===== src/rtl/rb_param.sv =====
// ---------------------------------------------------------------------------
// rb_param : parametrised register bank, one write port, NUM_RD read ports,
//            with a sequenced bulk-clear engine.
//
// Parameters
//   DATA_W  : register width in bits
//   ADDR_W  : register-select width, DEPTH = 2**ADDR_W entries
//   NUM_RD  : number of independent combinational read ports
//   ZERO_R0 : 1 = register 0 reads as 0 and writes to it are discarded
//
// Ports
//   clk, rst_n       : rising-edge clock, asynchronous active-low reset
//   wr_en/addr/data  : single write port (writeback stage)
//   rd_addr, rd_data : packed read selects / data, port k at [k*W +: W]
//   clr_req          : start a bulk clear (sampled only while idle)
//   clr_busy         : clear sequence in progress, writes are rejected
//   clr_done         : one-cycle pulse after the last entry is cleared
//   wr_drop          : registered pulse, a write was rejected during clear
//
// Optional feature (macro RB_WRITE_BYPASS_EN):
//   defined   : an accepted write is forwarded to matching read ports in the
//               same cycle, and the entry being cleared reads as 0
//   undefined : reads return registered array contents only
//
// state | meaning
// ------+-------------------------------------------------------------
// IDLE  | normal operation, waits for clr_req
// CLEAR | wipes entry[cnt] each cycle, DEPTH cycles, writes rejected
// DONE  | one-cycle clr_done pulse, writes accepted, clr_req ignored
// ---------------------------------------------------------------------------
module rb_param #(
    parameter int DATA_W  = 16,
    parameter int ADDR_W  = 4,
    parameter int NUM_RD  = 2,
    parameter int ZERO_R0 = 0
) (
    input  logic                     clk,
    input  logic                     rst_n,
    input  logic                     wr_en,
    input  logic [ADDR_W-1:0]        wr_addr,
    input  logic [DATA_W-1:0]        wr_data,
    input  logic [NUM_RD*ADDR_W-1:0] rd_addr,
    output logic [NUM_RD*DATA_W-1:0] rd_data,
    input  logic                     clr_req,
    output logic                     clr_busy,
    output logic                     clr_done,
    output logic                     wr_drop
);

    localparam int DEPTH = 2 ** ADDR_W;
    // DEPTH-1 expressed at counter width; the sequence ends on this value
    localparam logic [ADDR_W-1:0] CNT_LAST = '1;

    typedef enum logic [1:0] {
        S_IDLE  = 2'd0,
        S_CLEAR = 2'd1,
        S_DONE  = 2'd2
    } state_t;

    state_t              state, state_nxt;
    logic [ADDR_W-1:0]   cnt, cnt_nxt;
    logic [DATA_W-1:0]   mem [DEPTH];
    logic                wr_ok;
    logic                r0_hit;

    assign r0_hit = (ZERO_R0 != 0) && (wr_addr == '0);
    assign wr_ok  = wr_en && (state != S_CLEAR) && !r0_hit;

    always_ff @(posedge clk or negedge rst_n) begin
        if (!rst_n) begin
            state <= S_IDLE;
            cnt   <= '0;
        end else begin
            state <= state_nxt;
            cnt   <= cnt_nxt;
        end
    end

    always_comb begin
        state_nxt = state;
        cnt_nxt   = cnt;
        clr_busy  = 1'b0;
        clr_done  = 1'b0;
        case (state)
            S_IDLE: begin
                if (clr_req) begin
                    state_nxt = S_CLEAR;
                    cnt_nxt   = '0;
                end
            end
            S_CLEAR: begin
                clr_busy = 1'b1;
                if (cnt == CNT_LAST) begin
                    state_nxt = S_DONE;
                    cnt_nxt   = '0;
                end else begin
                    cnt_nxt = cnt + 1'b1;
                end
            end
            S_DONE: begin
                clr_done  = 1'b1;
                state_nxt = S_IDLE;
            end
            default: begin
                state_nxt = S_IDLE;
                cnt_nxt   = '0;
            end
        endcase
    end

    always_ff @(posedge clk or negedge rst_n) begin
        if (!rst_n) begin
            for (int i = 0; i < DEPTH; i++) begin
                mem[i] <= '0;
            end
        end else if (state == S_CLEAR) begin
            mem[cnt] <= '0;
        end else if (wr_ok) begin
            mem[wr_addr] <= wr_data;
        end
    end

    always_ff @(posedge clk or negedge rst_n) begin
        if (!rst_n) begin
            wr_drop <= 1'b0;
        end else begin
            wr_drop <= wr_en && (state == S_CLEAR);
        end
    end

    always_comb begin
        rd_data = '0;
        for (int k = 0; k < NUM_RD; k++) begin : g_rd
            logic [ADDR_W-1:0] sel;
            logic [DATA_W-1:0] word;
            sel  = rd_addr[k*ADDR_W +: ADDR_W];
            word = mem[sel];
`ifdef RB_WRITE_BYPASS_EN
            if ((state == S_CLEAR) && (sel == cnt)) begin
                word = '0;
            end
            if (wr_ok && (sel == wr_addr)) begin
                word = wr_data;
            end
`endif
            // hardwired zero wins over any forwarding
            if ((ZERO_R0 != 0) && (sel == '0)) begin
                word = '0;
            end
            rd_data[k*DATA_W +: DATA_W] = word;
        end
    end

endmodule


===== config.mk =====
export PLATFORM = sky130hd
export DESIGN_NAME = rb_param
export DESIGN_NICKNAME = d
export VERILOG_FILES = /design/src/rtl/rb_param.sv
export SDC_FILE = /design/constraint.sdc
export NUM_CORES = 1
export LEC_CHECK = 0
export CORE_MARGIN = 3
export CORE_UTILIZATION = 65
export CTS_BUF_LIST = sky130_fd_sc_hd__clkbuf_8
export CTS_CLUSTER_SIZE = 24
export DETAILED_ROUTE_END_ITERATION = 10
export HOLD_SLACK_MARGIN = 0.03
export PLACE_DENSITY_LB_ADDON = 0.1
export SLEW_MARGIN = 20
export SYNTH_ARGS = -nofsm -noshare
export SYNTH_HDL_FRONTEND = slang
export SYNTH_SLANG_ARGS = --single-unit

===== constraint.sdc =====
create_clock -name clk -period 3.8 [get_ports clk]
set_input_delay 0.57 -clock clk [delete_from_list [all_inputs] [get_ports clk]]
set_output_delay 0.57 -clock clk [all_outputs]
set_load 0.01 [all_outputs]

Word level (Yosys, flattened, before mapping)
Cells that the tools add are included.
{ "op_classes": {"bitwise": 7, "order_cmp": 6, "addsub": 1, "n_eq_ne": 6, "muxes": 21, "n_reduce_logical": 8} }
{ "op_table": {"columns": ["operator", "count"], "rows": [
  ["256-bit two-way mux", 2],
  ["256-bit bitwise AND", 1],
  ["256-bit bitwise mux", 1],
  ["256-bit inverter", 1],
  ["16-bit binary-select mux with 4-bit select", 2],
  ["16-bit demux with 4-bit select", 2],
  ["16-bit two-way mux", 6],
  ["5-bit greater-or-equal comparator, second input constant", 4],
  ["4-bit inverter with 5-bit output", 4],
  ["4-bit one-hot mux with 3 select lines", 1],
  ["5-bit by 1-bit less-than comparator with 1-bit output, second input constant", 2],
  ["4-bit two-way mux", 2],
  ["4-bit by 1-bit adder with 4-bit output, second input constant", 1],
  ["4-bit == test, second input constant", 1],
  ["1-bit logical AND", 4],
  ["2-bit two-way mux", 2],
  ["2-bit inequality test, second input constant", 2],
  ["2-bit one-hot mux with 2 select lines", 1],
  ["2-bit AND reduction", 2],
  ["2-bit by 1-bit == test with 1-bit output, second input constant", 1],
  ["2-bit == test, second input constant", 1],
  ["2-bit logical NOT", 1],
  ["1-bit two-way mux", 2],
  ["2-bit by 1-bit inequality test with 1-bit output, second input constant", 1],
  ["2 further kinds", 2]
]} }
{ "totals": {"word_cells": 68, "ff_bits": 263} }

Longest topological paths before layout
{ "logic_depth": {"ltp_word": 8, "mapped_depth": 9, "ltp_nobuf": 5} }

Worst setup path after synthesis
No wires, ideal clock.
{ "synth_path": {"kind": "input -> output", "startpoint": "input rd_addr[0]", "endpoint": "output rd_data[10]", "cell_stages": 5, "setup_slack_ps": 1338, "arrival_ps": 1892, "required_ps": 3230, "path_buffers": 2, "path_cell_list": "buf_2 > buf_2 > mux4_2 > a22oi_1 > nand2_1"} }
{ "synth_between": {"elab_chain_cells": 4} }
{ "synth_rtl": {"columns": ["element", "line", "source"], "rows": [
  ["start: declaration", "42", "input logic [NUM_RD*ADDR_W-1:0] rd_addr,"],
  ["4-bit inverter with 5-bit output (implied by the code)", "137", "word = mem[sel];"],
  ["16-bit binary-select mux with 4-bit select", "137", null],
  ["16-bit two-way mux (implied by the code) (2 in series)", "137", null],
  ["end: declaration", "43", "output logic [NUM_RD*DATA_W-1:0] rd_data,"]
]} }
No other way between the ends. The select of a mux whose other input is x is not followed.

Worst setup path in the final report
{ "layout_path": {"startpoint": "input rd_addr[0]", "endpoint": "output rd_data[11]"} }
The elaborated chain is that of the path after synthesis.

==> results.json <==
{
  "hold_path.class": "primary input to async pin",
  "finalSetupTns_ns": 0,
  "skew_ns": 0.0157,
  "ctsHoldBuffers": 0,
  "pwr-share-comb_pct": 31.8,
  "cts_sinks": 263,
  "status": "finished clean",
  "synthFlopType": "dfrtp_1",
  "synth_cell_types": 41,
  "routedWlPerCell_um": 24.1,
  "first_global_vias": 11900,
  "io_buffer_count": 66,
  "cts_buffer_depth": 3,
  "power.net_switching_uw": 3810,
  "cp.arrival_ns": 2.72,
  "rows": 54,
  "worstSetupPathType": "primary input to primary output",
  "pwr-share-seq_pct": 44.3,
  "pin_count": 67,
  "yosysMostFrequentCell": "nand2_1",
  "syn_area_per_cell_um2": 9.95,
  "cts-resized-gates": 0,
  "grt_overflow": 0,
  "ir_worst_vdd_v": 0.000387,
  "synth_nets": 1517,
  "start_util_pct": 66.9,
  "ys_top_cells_by_area": "dfrtp_1 (45%), mux4_2 (20%), nand2_1 (14%)",
  "ys_ff_latch": 263,
  "async_flop_share_pct": 100,
  "place.gp.congestion": 0.871,
  "die_h_um": 157,
  "rsz0062_at_grt": "false",
  "power_density_nw_per_um2": 651,
  "fin_hold_ws_ns": 0.0637,
  "fin_area_um2": 16400,
  "grt_max_degree": 111,
  "postCtsSetupBuffers": 0,
  "dp_hpwl_mm": 27.0,
  "cts_max_level": 2,
  "track_usage_pct": 36.4,
  "design.core.area_um2": 22000,
  "clkPwrFrac_pct": 23.9,
  "synth_top_area_share_pct": 44.7,
  "drive_above_1_share_pct": 17.4,
  "intPower_uw": 6840,
  "synth_cells": 1481,
  "critPathCaptureType": "primary output",
  "vias": 12000,
  "synth_area_um2": 14700,
  "vias_per_cell": 6.67,
  "cts_tree": "built",
  "clock_latency_ns": 0.57,
  "tightestPinTransition_ns": 1.14,
  "drt_wl_total_mm": 43.5,
  "route.met2.wl_mm": 20.6,
  "p_leak_uw": 0.00686,
  "placed_area_um2": 15400,
  "die_x_um": 157,
  "drv_slew": 0,
  "stdcell_count": 1803,
  "grt_pass1_wl_mm": 67.9,
  "area_growth_pct": 11.0,
  "clock.fmax_mhz": 304,
  "ys_seq_area_share_pct": 44.7,
  "dp_cells": 1718,
  "slew_headroom_pct": 24.1,
  "hold_violations": 0,
  "p_sw_share_pct": 35.8,
  "critPathMaxFanout": 16,
  "die_area_um2": 24500,
  "period_needed_ns": 3.29,
  "nets": 1521,
  "drt_iter0_markers": 1751,
  "yosys_warnings": 0,
  "wl_met1_mm": 16.3,
  "route.detailed.drc": 0,
  "post-route-period-util_pct": 86.6,
  "highest_layer": "met4",
  "yosys-top-cells-count": "nand2_1 (546), dfrtp_1 (263), o21ai_0 (210), mux4_2 (128), clkbuf_1 (69)",
  "yosys.area.top_type": "dfrtp_1",
  "critical_path_required_ns": 3.23,
  "drtPass1Iterations": 5,
  "antenna_found_initial": 2,
  "final_antenna_net_count": 0,
  "wl_met3_mm": 5.13,
  "start_kind": "primary input",
  "max-cap-violations": 0,
  "synth_edf_count": 0,
  "numCtsBuffers": 45,
  "cts_root_buffer": "clkbuf_8",
  "clk_pin_slew_ns": 0.07,
  "setup_violations": 0
}
## registers in the layout, indices dropped and copies added (netlist names)
signal   cells
mem        256
state        2
cnt          4
wr_drop      1
## power groups by stage
stage / Clock [µW] / Sequential [µW] / Combinational [µW]
6_report: 2550 / 4710 / 3390
5_1_grt: 2690 / 4830 / 3690
4_1_cts: 2570 / 4680 / 3350
3_5_place_dp: 0 / 4710 / 3360
3_3_place_gp: 0 / 4640 / 3220
2_1_floorplan: 0 / 4430 / 2470
## cells by family after synthesis
family | after synthesis | synth area share [%]
compound gates | 329 | 12.3
fa+ha+maj | 4 | 0.340
buf+inv | 152 | 4.97
flops | 263 | 44.7
mux | 128 | 19.6
simple gates | 605 | 18.1
## worst paths after layout
path / startpoint / end / slack [ns] / depth (start not counted)
max: rd_addr[0] / rd_data[11] / 0.51 / 6
min: rst_n / cnt[1] / 0.06 / 1
max in group asynchronous: rst_n / mem[103] / 2.84 / 2
min reg2reg: state[1] / state[0] / 0.48 / 1
max reg2reg: state[1] / mem[229] / 1.39 / 5
min in group clk: state[1] / state[0] / 0.48 / 1
## cell usage in the layout, fill, tap and decap left out, types with 4 or more instances in the layout
master,netlist,final
nor2_1,6,6
o21ai_1,49,49
inv_1,4,16
buf_12,1,8
clkbuf_8,0,57
a22oi_1,64,64
nand3_1,7,7
buf_4,8,32
ha_1,4,4
nor2b_1,6,6
mux4_2,128,128
and4bb_1,4,4
o21ai_0,210,210
clkdlybuf4s50_1,0,61
nand2_1,546,546
and4bb_2,4,4
dfrtp_1,263,263
clkinv_2,0,12
nor4b_4,4,8
## per-stage QoR
stage | util, % | total power, µW | setup slack [ns]
after CTS | 74.2 | 10600 | 0.547
after global routing | 74.2 | 11200 | 0.449
after detailed placement | 70.1 | 8070 | 0.556
after global placement | 70.1 | 7860 | 0.552
after floorplan | - | 6900 | 1.34
final | 74.2 | 10700 | 0.508
## critical path: stages
cell and delay [ns]:
buf_4 0.26, buf_12 0.22, mux4_2 0.51, a22oi_1 0.41, nand2_1 0.20, clkdlybuf4s50_1 0.52
## cell type report
type,instances,area (µm²)
Clock inverter,25,113
Fill cell,1579,5670
Clock buffer,57,785
Antenna cell,3,7.51
Tap cell,280,350
Timing Repair Buffer,104,1040
Multi-Input combinational cell,1066,7460
Inverter,5,23.8
Sequential cell,263,6580
## per-layer routing
metal	GRT usage [%]	up-vias
met4	14.3	0
li1	-	5217
met5	0	-
met3	7.36	148
met1	51.4	5868
met2	56.7	794
(Power assumes the default switching activity.)
